`src/rtl/mips_ctrl_pkg.sv`:
```
// Shared encodings for the multi-cycle MIPS main control and the ALU control decoder.
// The TRAP state only exists when ILLEGAL_TRAP_EN is defined.
package mips_ctrl_pkg;

  localparam logic [5:0] OpRtype = 6'b000000;
  localparam logic [5:0] OpLw    = 6'b100011;
  localparam logic [5:0] OpSw    = 6'b101011;
  localparam logic [5:0] OpBeq   = 6'b000100;
  localparam logic [5:0] OpJ     = 6'b000010;
  localparam logic [5:0] OpAddi  = 6'b001000;

  typedef enum logic [3:0] {
    StFetch  = 4'd0,
    StDecode = 4'd1,
    StMemAdr = 4'd2,
    StMemRd  = 4'd3,
    StMemWb  = 4'd4,
    StMemWr  = 4'd5,
    StExec   = 4'd6,
    StAluWb  = 4'd7,
    StBranch = 4'd8,
    StJump   = 4'd9,
    StAddiEx = 4'd10,
    StAddiWb = 4'd11,
    StJr     = 4'd12
`ifdef ILLEGAL_TRAP_EN
    ,
    StTrap   = 4'd13
`endif
  } state_e;

  localparam logic [1:0] AluOpAdd   = 2'b00;
  localparam logic [1:0] AluOpSub   = 2'b01;
  localparam logic [1:0] AluOpFunct = 2'b10;

  localparam logic [1:0] SrcBReg   = 2'b00;
  localparam logic [1:0] SrcBFour  = 2'b01;
  localparam logic [1:0] SrcBImm   = 2'b10;
  localparam logic [1:0] SrcBImmSh = 2'b11;

  localparam logic [1:0] PcSrcAlu    = 2'b00;
  localparam logic [1:0] PcSrcAluOut = 2'b01;
  localparam logic [1:0] PcSrcJump   = 2'b10;
  localparam logic [1:0] PcSrcReg    = 2'b11;

  typedef struct packed {
    logic       pc_write;
    logic       pc_write_cond;
    logic       i_or_d;
    logic       mem_read;
    logic       mem_write;
    logic       ir_write;
    logic       mem_to_reg;
    logic       reg_dst;
    logic       reg_write;
    logic       alu_src_a;
    logic [1:0] alu_src_b;
    logic [1:0] alu_op;
    logic [1:0] pc_source;
  } ctrl_t;

  // States whose exit into FETCH retires an instruction.
  function automatic logic is_retire(state_e s);
    return s inside {StMemWb, StMemWr, StAluWb, StBranch, StJump, StJr, StAddiWb};
  endfunction

endpackage

```
`src/rtl/mc_ctrl_decode.sv`:
```
// Combinational state -> control-word decode for the multi-cycle main control.
// TRAP (ILLEGAL_TRAP_EN builds) falls through to the all-zero default.
module mc_ctrl_decode
  import mips_ctrl_pkg::*;
(
  input  state_e state_i,
  input  logic   mem_ready_i,
  output ctrl_t  ctrl_o
);

  always_comb begin
    ctrl_o = '0;
    unique case (state_i)
      StFetch: begin
        ctrl_o.mem_read  = 1'b1;
        ctrl_o.alu_src_b = SrcBFour;
        ctrl_o.alu_op    = AluOpAdd;
        ctrl_o.pc_source = PcSrcAlu;
        ctrl_o.ir_write  = mem_ready_i;
        ctrl_o.pc_write  = mem_ready_i;
      end
      StDecode: begin
        ctrl_o.alu_src_b = SrcBImmSh;
        ctrl_o.alu_op    = AluOpAdd;
      end
      StMemAdr, StAddiEx: begin
        ctrl_o.alu_src_a = 1'b1;
        ctrl_o.alu_src_b = SrcBImm;
        ctrl_o.alu_op    = AluOpAdd;
      end
      StMemRd: begin
        ctrl_o.mem_read = 1'b1;
        ctrl_o.i_or_d   = 1'b1;
      end
      StMemWb: begin
        ctrl_o.reg_write  = 1'b1;
        ctrl_o.mem_to_reg = 1'b1;
      end
      StMemWr: begin
        ctrl_o.mem_write = 1'b1;
        ctrl_o.i_or_d    = 1'b1;
      end
      StExec: begin
        ctrl_o.alu_src_a = 1'b1;
        ctrl_o.alu_src_b = SrcBReg;
        ctrl_o.alu_op    = AluOpFunct;
      end
      StAluWb: begin
        ctrl_o.reg_write = 1'b1;
        ctrl_o.reg_dst   = 1'b1;
      end
      StBranch: begin
        ctrl_o.alu_src_a     = 1'b1;
        ctrl_o.alu_src_b     = SrcBReg;
        ctrl_o.alu_op        = AluOpSub;
        ctrl_o.pc_write_cond = 1'b1;
        ctrl_o.pc_source     = PcSrcAluOut;
      end
      StJump: begin
        ctrl_o.pc_write  = 1'b1;
        ctrl_o.pc_source = PcSrcJump;
      end
      StJr: begin
        ctrl_o.alu_src_a = 1'b1;
        ctrl_o.alu_op    = AluOpFunct;
        ctrl_o.pc_write  = 1'b1;
        ctrl_o.pc_source = PcSrcReg;
      end
      StAddiWb: begin
        ctrl_o.reg_write = 1'b1;
      end
      default: ctrl_o = '0;
    endcase
  end

endmodule

```
`src/rtl/mc_main_control.sv`:
```
// Multi-cycle MIPS main control FSM with memory-ready stalls and retired-instruction counter.
// ILLEGAL_TRAP_EN: unknown opcodes enter a sticky TRAP state instead of acting as a nop.
module mc_main_control
  import mips_ctrl_pkg::*;
#(
  parameter int unsigned CNT_W    = 32,
  parameter logic [5:0]  JR_FUNCT = 6'd8
) (
  input  logic             clk,
  input  logic             reset,
  input  logic [5:0]       op,
  input  logic [5:0]       funct,
  input  logic             mem_ready,
  output logic             PCWrite,
  output logic             PCWriteCond,
  output logic             IorD,
  output logic             MemRead,
  output logic             MemWrite,
  output logic             IRWrite,
  output logic             MemtoReg,
  output logic             RegDst,
  output logic             RegWrite,
  output logic             ALUSrcA,
  output logic [1:0]       ALUSrcB,
  output logic [1:0]       ALUOp,
  output logic [1:0]       PCSource,
  output logic [3:0]       state_o,
  output logic [CNT_W-1:0] instr_count,
  output logic             illegal
);

  state_e           state_q, state_d;
  logic [CNT_W-1:0] count_q, count_d;
  ctrl_t            ctrl, ctrl_g;

  always_comb begin
    state_d = state_q;
    unique case (state_q)
      StFetch:  if (mem_ready) state_d = StDecode;
      StDecode: begin
        if (op == OpLw || op == OpSw) begin
          state_d = StMemAdr;
        end else if (op == OpRtype) begin
          state_d = (funct == JR_FUNCT) ? StJr : StExec;
        end else if (op == OpBeq) begin
          state_d = StBranch;
        end else if (op == OpJ) begin
          state_d = StJump;
        end else if (op == OpAddi) begin
          state_d = StAddiEx;
        end else begin
`ifdef ILLEGAL_TRAP_EN
          state_d = StTrap;
`else
          state_d = StFetch;
`endif
        end
      end
      // IR still holds the opcode, so lw/sw split is re-decoded here.
      StMemAdr: state_d = (op == OpSw) ? StMemWr : StMemRd;
      StMemRd:  if (mem_ready) state_d = StMemWb;
      StMemWr:  if (mem_ready) state_d = StFetch;
      StExec:   state_d = StAluWb;
      StAddiEx: state_d = StAddiWb;
      StMemWb, StAluWb, StBranch, StJump, StJr, StAddiWb: state_d = StFetch;
      default:  state_d = state_q;
    endcase
  end

  always_comb begin
    count_d = count_q;
    if (state_d == StFetch && is_retire(state_q)) count_d = count_q + CNT_W'(1);
  end

  always_ff @(posedge clk or posedge reset) begin
    if (reset) begin
      state_q <= StFetch;
      count_q <= '0;
    end else begin
      state_q <= state_d;
      count_q <= count_d;
    end
  end

`ifdef ILLEGAL_TRAP_EN
  logic illegal_q, illegal_d;

  always_comb begin
    illegal_d = illegal_q;
    if (state_d == StTrap) illegal_d = 1'b1;
  end

  always_ff @(posedge clk or posedge reset) begin
    if (reset) illegal_q <= 1'b0;
    else       illegal_q <= illegal_d;
  end

  assign illegal = illegal_q;
`else
  assign illegal = 1'b0;
`endif

  mc_ctrl_decode u_decode (
    .state_i     (state_q),
    .mem_ready_i (mem_ready),
    .ctrl_o      (ctrl)
  );

  // State resets to FETCH, whose decode is non-zero; mask outputs while reset is held.
  assign ctrl_g = reset ? '0 : ctrl;

  assign PCWrite     = ctrl_g.pc_write;
  assign PCWriteCond = ctrl_g.pc_write_cond;
  assign IorD        = ctrl_g.i_or_d;
  assign MemRead     = ctrl_g.mem_read;
  assign MemWrite    = ctrl_g.mem_write;
  assign IRWrite     = ctrl_g.ir_write;
  assign MemtoReg    = ctrl_g.mem_to_reg;
  assign RegDst      = ctrl_g.reg_dst;
  assign RegWrite    = ctrl_g.reg_write;
  assign ALUSrcA     = ctrl_g.alu_src_a;
  assign ALUSrcB     = ctrl_g.alu_src_b;
  assign ALUOp       = ctrl_g.alu_op;
  assign PCSource    = ctrl_g.pc_source;
  assign state_o     = state_q;
  assign instr_count = count_q;

endmodule

```
`config.mk`:
```
export PLATFORM = sky130hd
export DESIGN_NAME = mc_main_control
export DESIGN_NICKNAME = d
export VERILOG_FILES = /design/src/rtl/mips_ctrl_pkg.sv /design/src/rtl/mc_ctrl_decode.sv /design/src/rtl/mc_main_control.sv
export SDC_FILE = /design/constraint.sdc
export NUM_CORES = 1
export LEC_CHECK = 0
export CAP_MARGIN = 20
export CORE_ASPECT_RATIO = 0.6
export CORE_MARGIN = 2
export CORE_UTILIZATION = 48
export CTS_BUF_LIST = sky130_fd_sc_hd__clkbuf_2
export CTS_CLUSTER_SIZE = 8
export DETAILED_ROUTE_END_ITERATION = 7
export PLACE_DENSITY = 0.82
export SYNTH_ARGS = -nofsm -noshare
export SYNTH_HDL_FRONTEND = slang
export SYNTH_HIERARCHICAL = 1
export SYNTH_SLANG_ARGS = --single-unit
```
`constraint.sdc`:
```
create_clock -name clk -period 2.09 [get_ports clk]
set_input_delay 0.627 -clock clk [delete_from_list [all_inputs] [get_ports clk]]
set_output_delay 0.627 -clock clk [all_outputs]
set_load 0.02 [all_outputs]
```
=== Word-level counts from Yosys, hierarchy flattened ===
Index checks and enable logic that the tools add are counted.

* Word-level logic and storage cells: 60
* Register bits: 36

* Add/sub/neg operators: 1
* Reduce and logical (&&, ||, !) cells: 14
* Equal/unequal tests: 18
* Muxes and demuxes: 25

{| class="wikitable"
|+ Operators by type and width
! cell !! number
|-
| $mux W4 || 9
|-
| $add A32 B1 Y32 const B || 1
|-
| $pmux W4 S8 || 1
|-
| $eq A4 B4 Y1 const B || 5
|-
| $eq A4 B3 Y1 const B || 4
|-
| $mux W16 || 1
|-
| $eq A6 B4 Y1 const B || 2
|-
| $eq A6 B6 Y1 const B || 2
|-
| $pmux W2 S3 || 2
|-
| $reduce_or A2 Y1 || 5
|-
| $mux W1 || 9
|-
| $eq A4 B2 Y1 const B || 2
|-
| $logic_not A4 Y1 || 2
|-
| $reduce_bool A7 Y1 || 1
|-
| $eq A6 B2 Y1 const B || 1
|-
| $eq A6 B3 Y1 const B || 1
|-
| $logic_not A6 Y1 || 1
|-
| $reduce_or A6 Y1 || 1
|-
| $reduce_or A5 Y1 || 1
|-
| $eq A4 B1 Y1 const B || 1
|-
| $pmux W2 S2 || 1
|-
| $mux W3 || 1
|-
| $reduce_or A3 Y1 || 1
|-
| $pmux W1 S2 || 1
|-
| other kinds (2) || 2
|}

=== Depth between registers and ports, before layout ===
* Word-level depth: 9
* Gate-level depth with buffers: 7

=== Cells and area by module ===
Netlist, hierarchy kept.

{| class="wikitable"
|+ Modules (own cells, without submodules)
! module !! times used !! area each (um^2) !! cells an instance
|-
| mc_main_control || 1 || 1,976.9 || 205
|-
| mc_ctrl_decode || 1 || 216.5 || 32
|}

=== Worst setup path before layout ===
Ideal clock, no wire load.

* Path kind: register to output
* Start: register state_q[3] (netlist: state_o[3])
* End: output port IRWrite
* Cell stages (with the launch flop): 5
* Arrival time: 1,484 ps
* Required time: 1,463 ps
* Buffers on the path: 1
* Path slack: -21 ps
* Cells stage by stage: dfrtp_1 > buf_6 > nor4_1 > and2_1 > nor2b_1

{| class="wikitable"
|+ RTL lines
! element !! line !! text
|-
| start, declared || mc_main_control.sv:32 || <nowiki>state_e state_q, state_d;</nowiki>
|-
| start signal, assigned || mc_main_control.sv:77 || <nowiki>state_q <= StFetch;</nowiki>
|-
| start signal, assigned || mc_main_control.sv:80 || <nowiki>state_q <= state_d;</nowiki>
|-
| end, declared || mc_main_control.sv:19 || <nowiki>output logic IRWrite,</nowiki>
|}

==> out/results.txt <==
slowest CP cell: dfrtp_2
layout cell share with drive strength beyond 1: 0.276
critical path, cell by cell: or3b_1 > a21oi_1 > nor2b_2 > buf_6
Top FF cell, synth: dfrtp_1
hpwl dp: 4130 µm
First-pass DRT Iterations: 4
unrepaired setup endpoints after global routing: true
delay of the slowest critical-path stage: 500 ps
Max VDD drop: 0.000471 V
CP required: 1460 ps
fill count: 291
clock buffer depth: 2
CTS H-Tree Depth: 2
Gate power share: 0.493
area occupied by multi-input gates: 1330 µm²
Data arrival, critical path: 1700 ps
number of port buffers: 66
Final setup viols: 16
critical path class: reg2out
Antenna diodes: 0
Post-synth EDFFs: 0
Syn Area/Cell: 9.25 µm²
routed wire length: 6290 µm
Remaining Overflow, GRT: 0
fmax: 430 MHz
initial antenna violation count: 0
Starting Density: 0.515
via count: 2137
violated checks: negative setup slack
hold buffer count at cts: 0
Nets: 345
PwrDens: 716 nW/µm²
crit path setup slack, layout: -235 ps
sequential fraction of the synthesis area: 0.411
gpl congestion: 0.862
Syn Nets: 253
Layout Area Growth over Synthesis: 50.1%
Final Critical Period: 2330 ps
Die X: 91.3 µm
DRT iter0 DRCs: 106
fin. max-slew vios: 0
pre-CTS setup slack: -556 ps
largest net degree at the start of global routing: 37
sw frac: 0.397
Die Ht: 56.4 µm
vias in the first global route: 1912
CTS tree: built
clock skew: 23.2 ps
worst hold margin: 489 ps
Seq cells post-synth: 36
final hold violations: 0
critical path fanouts, max: 6
TNS Setup: -2380 ps
Core Util, Final: 0.773
site row count: 18
Final Cycle Share: 1.11
sequential share of power: 0.367
GRT Overall Usage: 0.227
drt drc: 0
P_leak: 1.67 nW
worst skew pair latency: 410 ps
net switching power: 0.000935 W
FFs w/ async S/R, synth: 1.00
status: complete, but fails checks
routed length per instance: 16.1 µm
Core Box Area: 4260 µm²
synth unique cells: 45
Design Area, Final: 3290 µm²
CTS Buf Count: 5
sum of buffers and inverters on the critical path: 1
CP delay by family, top: simple AND/OR/NAND/NOR gates
first-pass GRT wire length: 9210 µm
CP Capture Type: output pin
Reg area: 906 µm²
Clock power frac: 0.141
worst hold path class: reg2reg
YS warnings: 6
IO Pins: 68
Syn Std Cell Area: 2190 µm²
critical path launch point type: register
drt via density: 5.48
Root Buffer: clkbuf_2
Reg clk slew, reported paths: 200 ps
Mapped Cells: 237
antenna-violating nets left: 0
Max Cap Viol: 0
die area: 5140 µm²
placed cell area: 3020 µm²
CTS sink cnt: 36
Power Internal: 0.00142 W
-- Yosys cell counts (all sizes together) (2+ instances only) --
cell / count / area, µm²
nand2: 15 / 56.3
clkbuf: 2 / 8.75
nor3b: 3 / 22.5
o21ai: 6 / 30.0
xnor2: 20 / 175
a21oi: 5 / 25.0
and2: 3 / 21.3
nor2: 18 / 67.6
buf: 10 / 78.8
nand4: 13 / 96.3
and4: 3 / 26.3
nor4: 6 / 43.8
nor3: 19 / 100
o21bai: 2 / 15.0
inv: 8 / 30.0
a31oi: 2 / 12.5
xor2: 15 / 131
nand3: 12 / 60.1
dfrtp: 36 / 901
and3: 3 / 18.8
nor2b: 17 / 106
nand2b: 3 / 18.8
-- area by class of cell --
cell class,instances,share of cell area
clock buffer,5,0.00760
clock inverter,3,0.00570
inverter,8,0.00912
multi-input combinational,181,0.403
sequential,36,0.275
tap,60,0.0228
timing repair buffer,97,0.276
-- sequential cells by signal (all words and copies together) (netlist names) --
register	flops
instr_count	32
state_o	4
-- cell families after synthesis --
logic type / synth area share
AND/OR/NAND/NOR: 0.313
flip-flops: 0.411
XOR/XNOR: 0.140
AO/OA/AOI/OAI: 0.0707
buffers and inverters: 0.0536
adder cells (fa/ha/maj): 0.00570
other: 0.00171
multiplexers: 0.00513
-- per-layer routing --
layer,share of wire,routed length [µm],global-route usage,vias to the layer above
met2,0.47,2970,0.330,92
met5,0,0,0,-
met4,0.022,138,0.0736,0
met1,0.45,2850,0.338,1027
met3,0.053,334,0.0470,13
li1,-,-,-,1005
-- per-stage QoR --
| step | total power, W | cells |
|---|---|---|
| after floorplan | 0.00145 | 237 |
| after global placement | 0.00182 | 373 |
| after detailed placement | 0.00184 | 373 |
| after CTS | 0.00218 | 385 |
| after global routing | 0.00248 | 390 |
| final | 0.00236 | 390 |
-- final timing paths --
| kind | start | endpoint | slack, ps | cells after the start |
|---|---|---|---|---|
| worst max-delay path | state_o[3] | ALUSrcB[1] | -240 | 4 |
| worst min-delay path | instr_count[31] | instr_count[31] | 490 | 1 |
| worst max register to register | state_o[2] | instr_count[20] | 30 | 9 |
| worst min register to register | instr_count[31] | instr_count[31] | 490 | 1 |
| max in group asynchronous | reset | state_o[0] | 1130 | 4 |
| min in group asynchronous | reset | instr_count[29] | 740 | 4 |
-- what timing repair did --
action                                  4_1_cts  5_1_grt
setup buffers                                 4        5
hold endpoints to repair                      0        0
pin swaps                                     6        9
endpoints found under the setup margin       55       32
resized for setup                           121       42
-- cell usage in the layout (no fill, tap or decap), types with 11 or more instances in the layout --
master,netlist,final
nor2_1,18,16
nand4_1,12,12
clkdlybuf4s50_1,0,14
nor2b_1,17,13
dlygate4sd2_1,0,28
buf_6,3,15
xor2_1,15,14
xnor2_1,20,18
buf_4,4,29
dfrtp_1,36,32
nand3_1,12,11
nand2_1,15,15
nor3_1,18,11
-- worst reg2reg max path, cell delays in order, from the launching register on --
cell      delay [ps]
dfrtp_2          480
buf_6            140
buf_4            130
buf_6            130
and2_4           150
a211oi_4         190
buf_6            160
nand3_2          160
nor3_2           250
xor2_1           200
-- power by group through the flow --
| stage | logic (W) | registers (W) | clock network (W) |
|---|---|---|---|
| final | 0.00116 | 0.000864 | 0.000332 |
| after global routing | 0.00124 | 0.000874 | 0.000363 |
| after CTS | 0.00101 | 0.000845 | 0.000328 |
| after detailed placement | 0.000990 | 0.000853 | 0 |
| after global placement | 0.000972 | 0.000851 | 0 |
| after floorplan | 0.000525 | 0.000926 | 0 |
No activity file was read; power rests on OpenSTA's default activity.
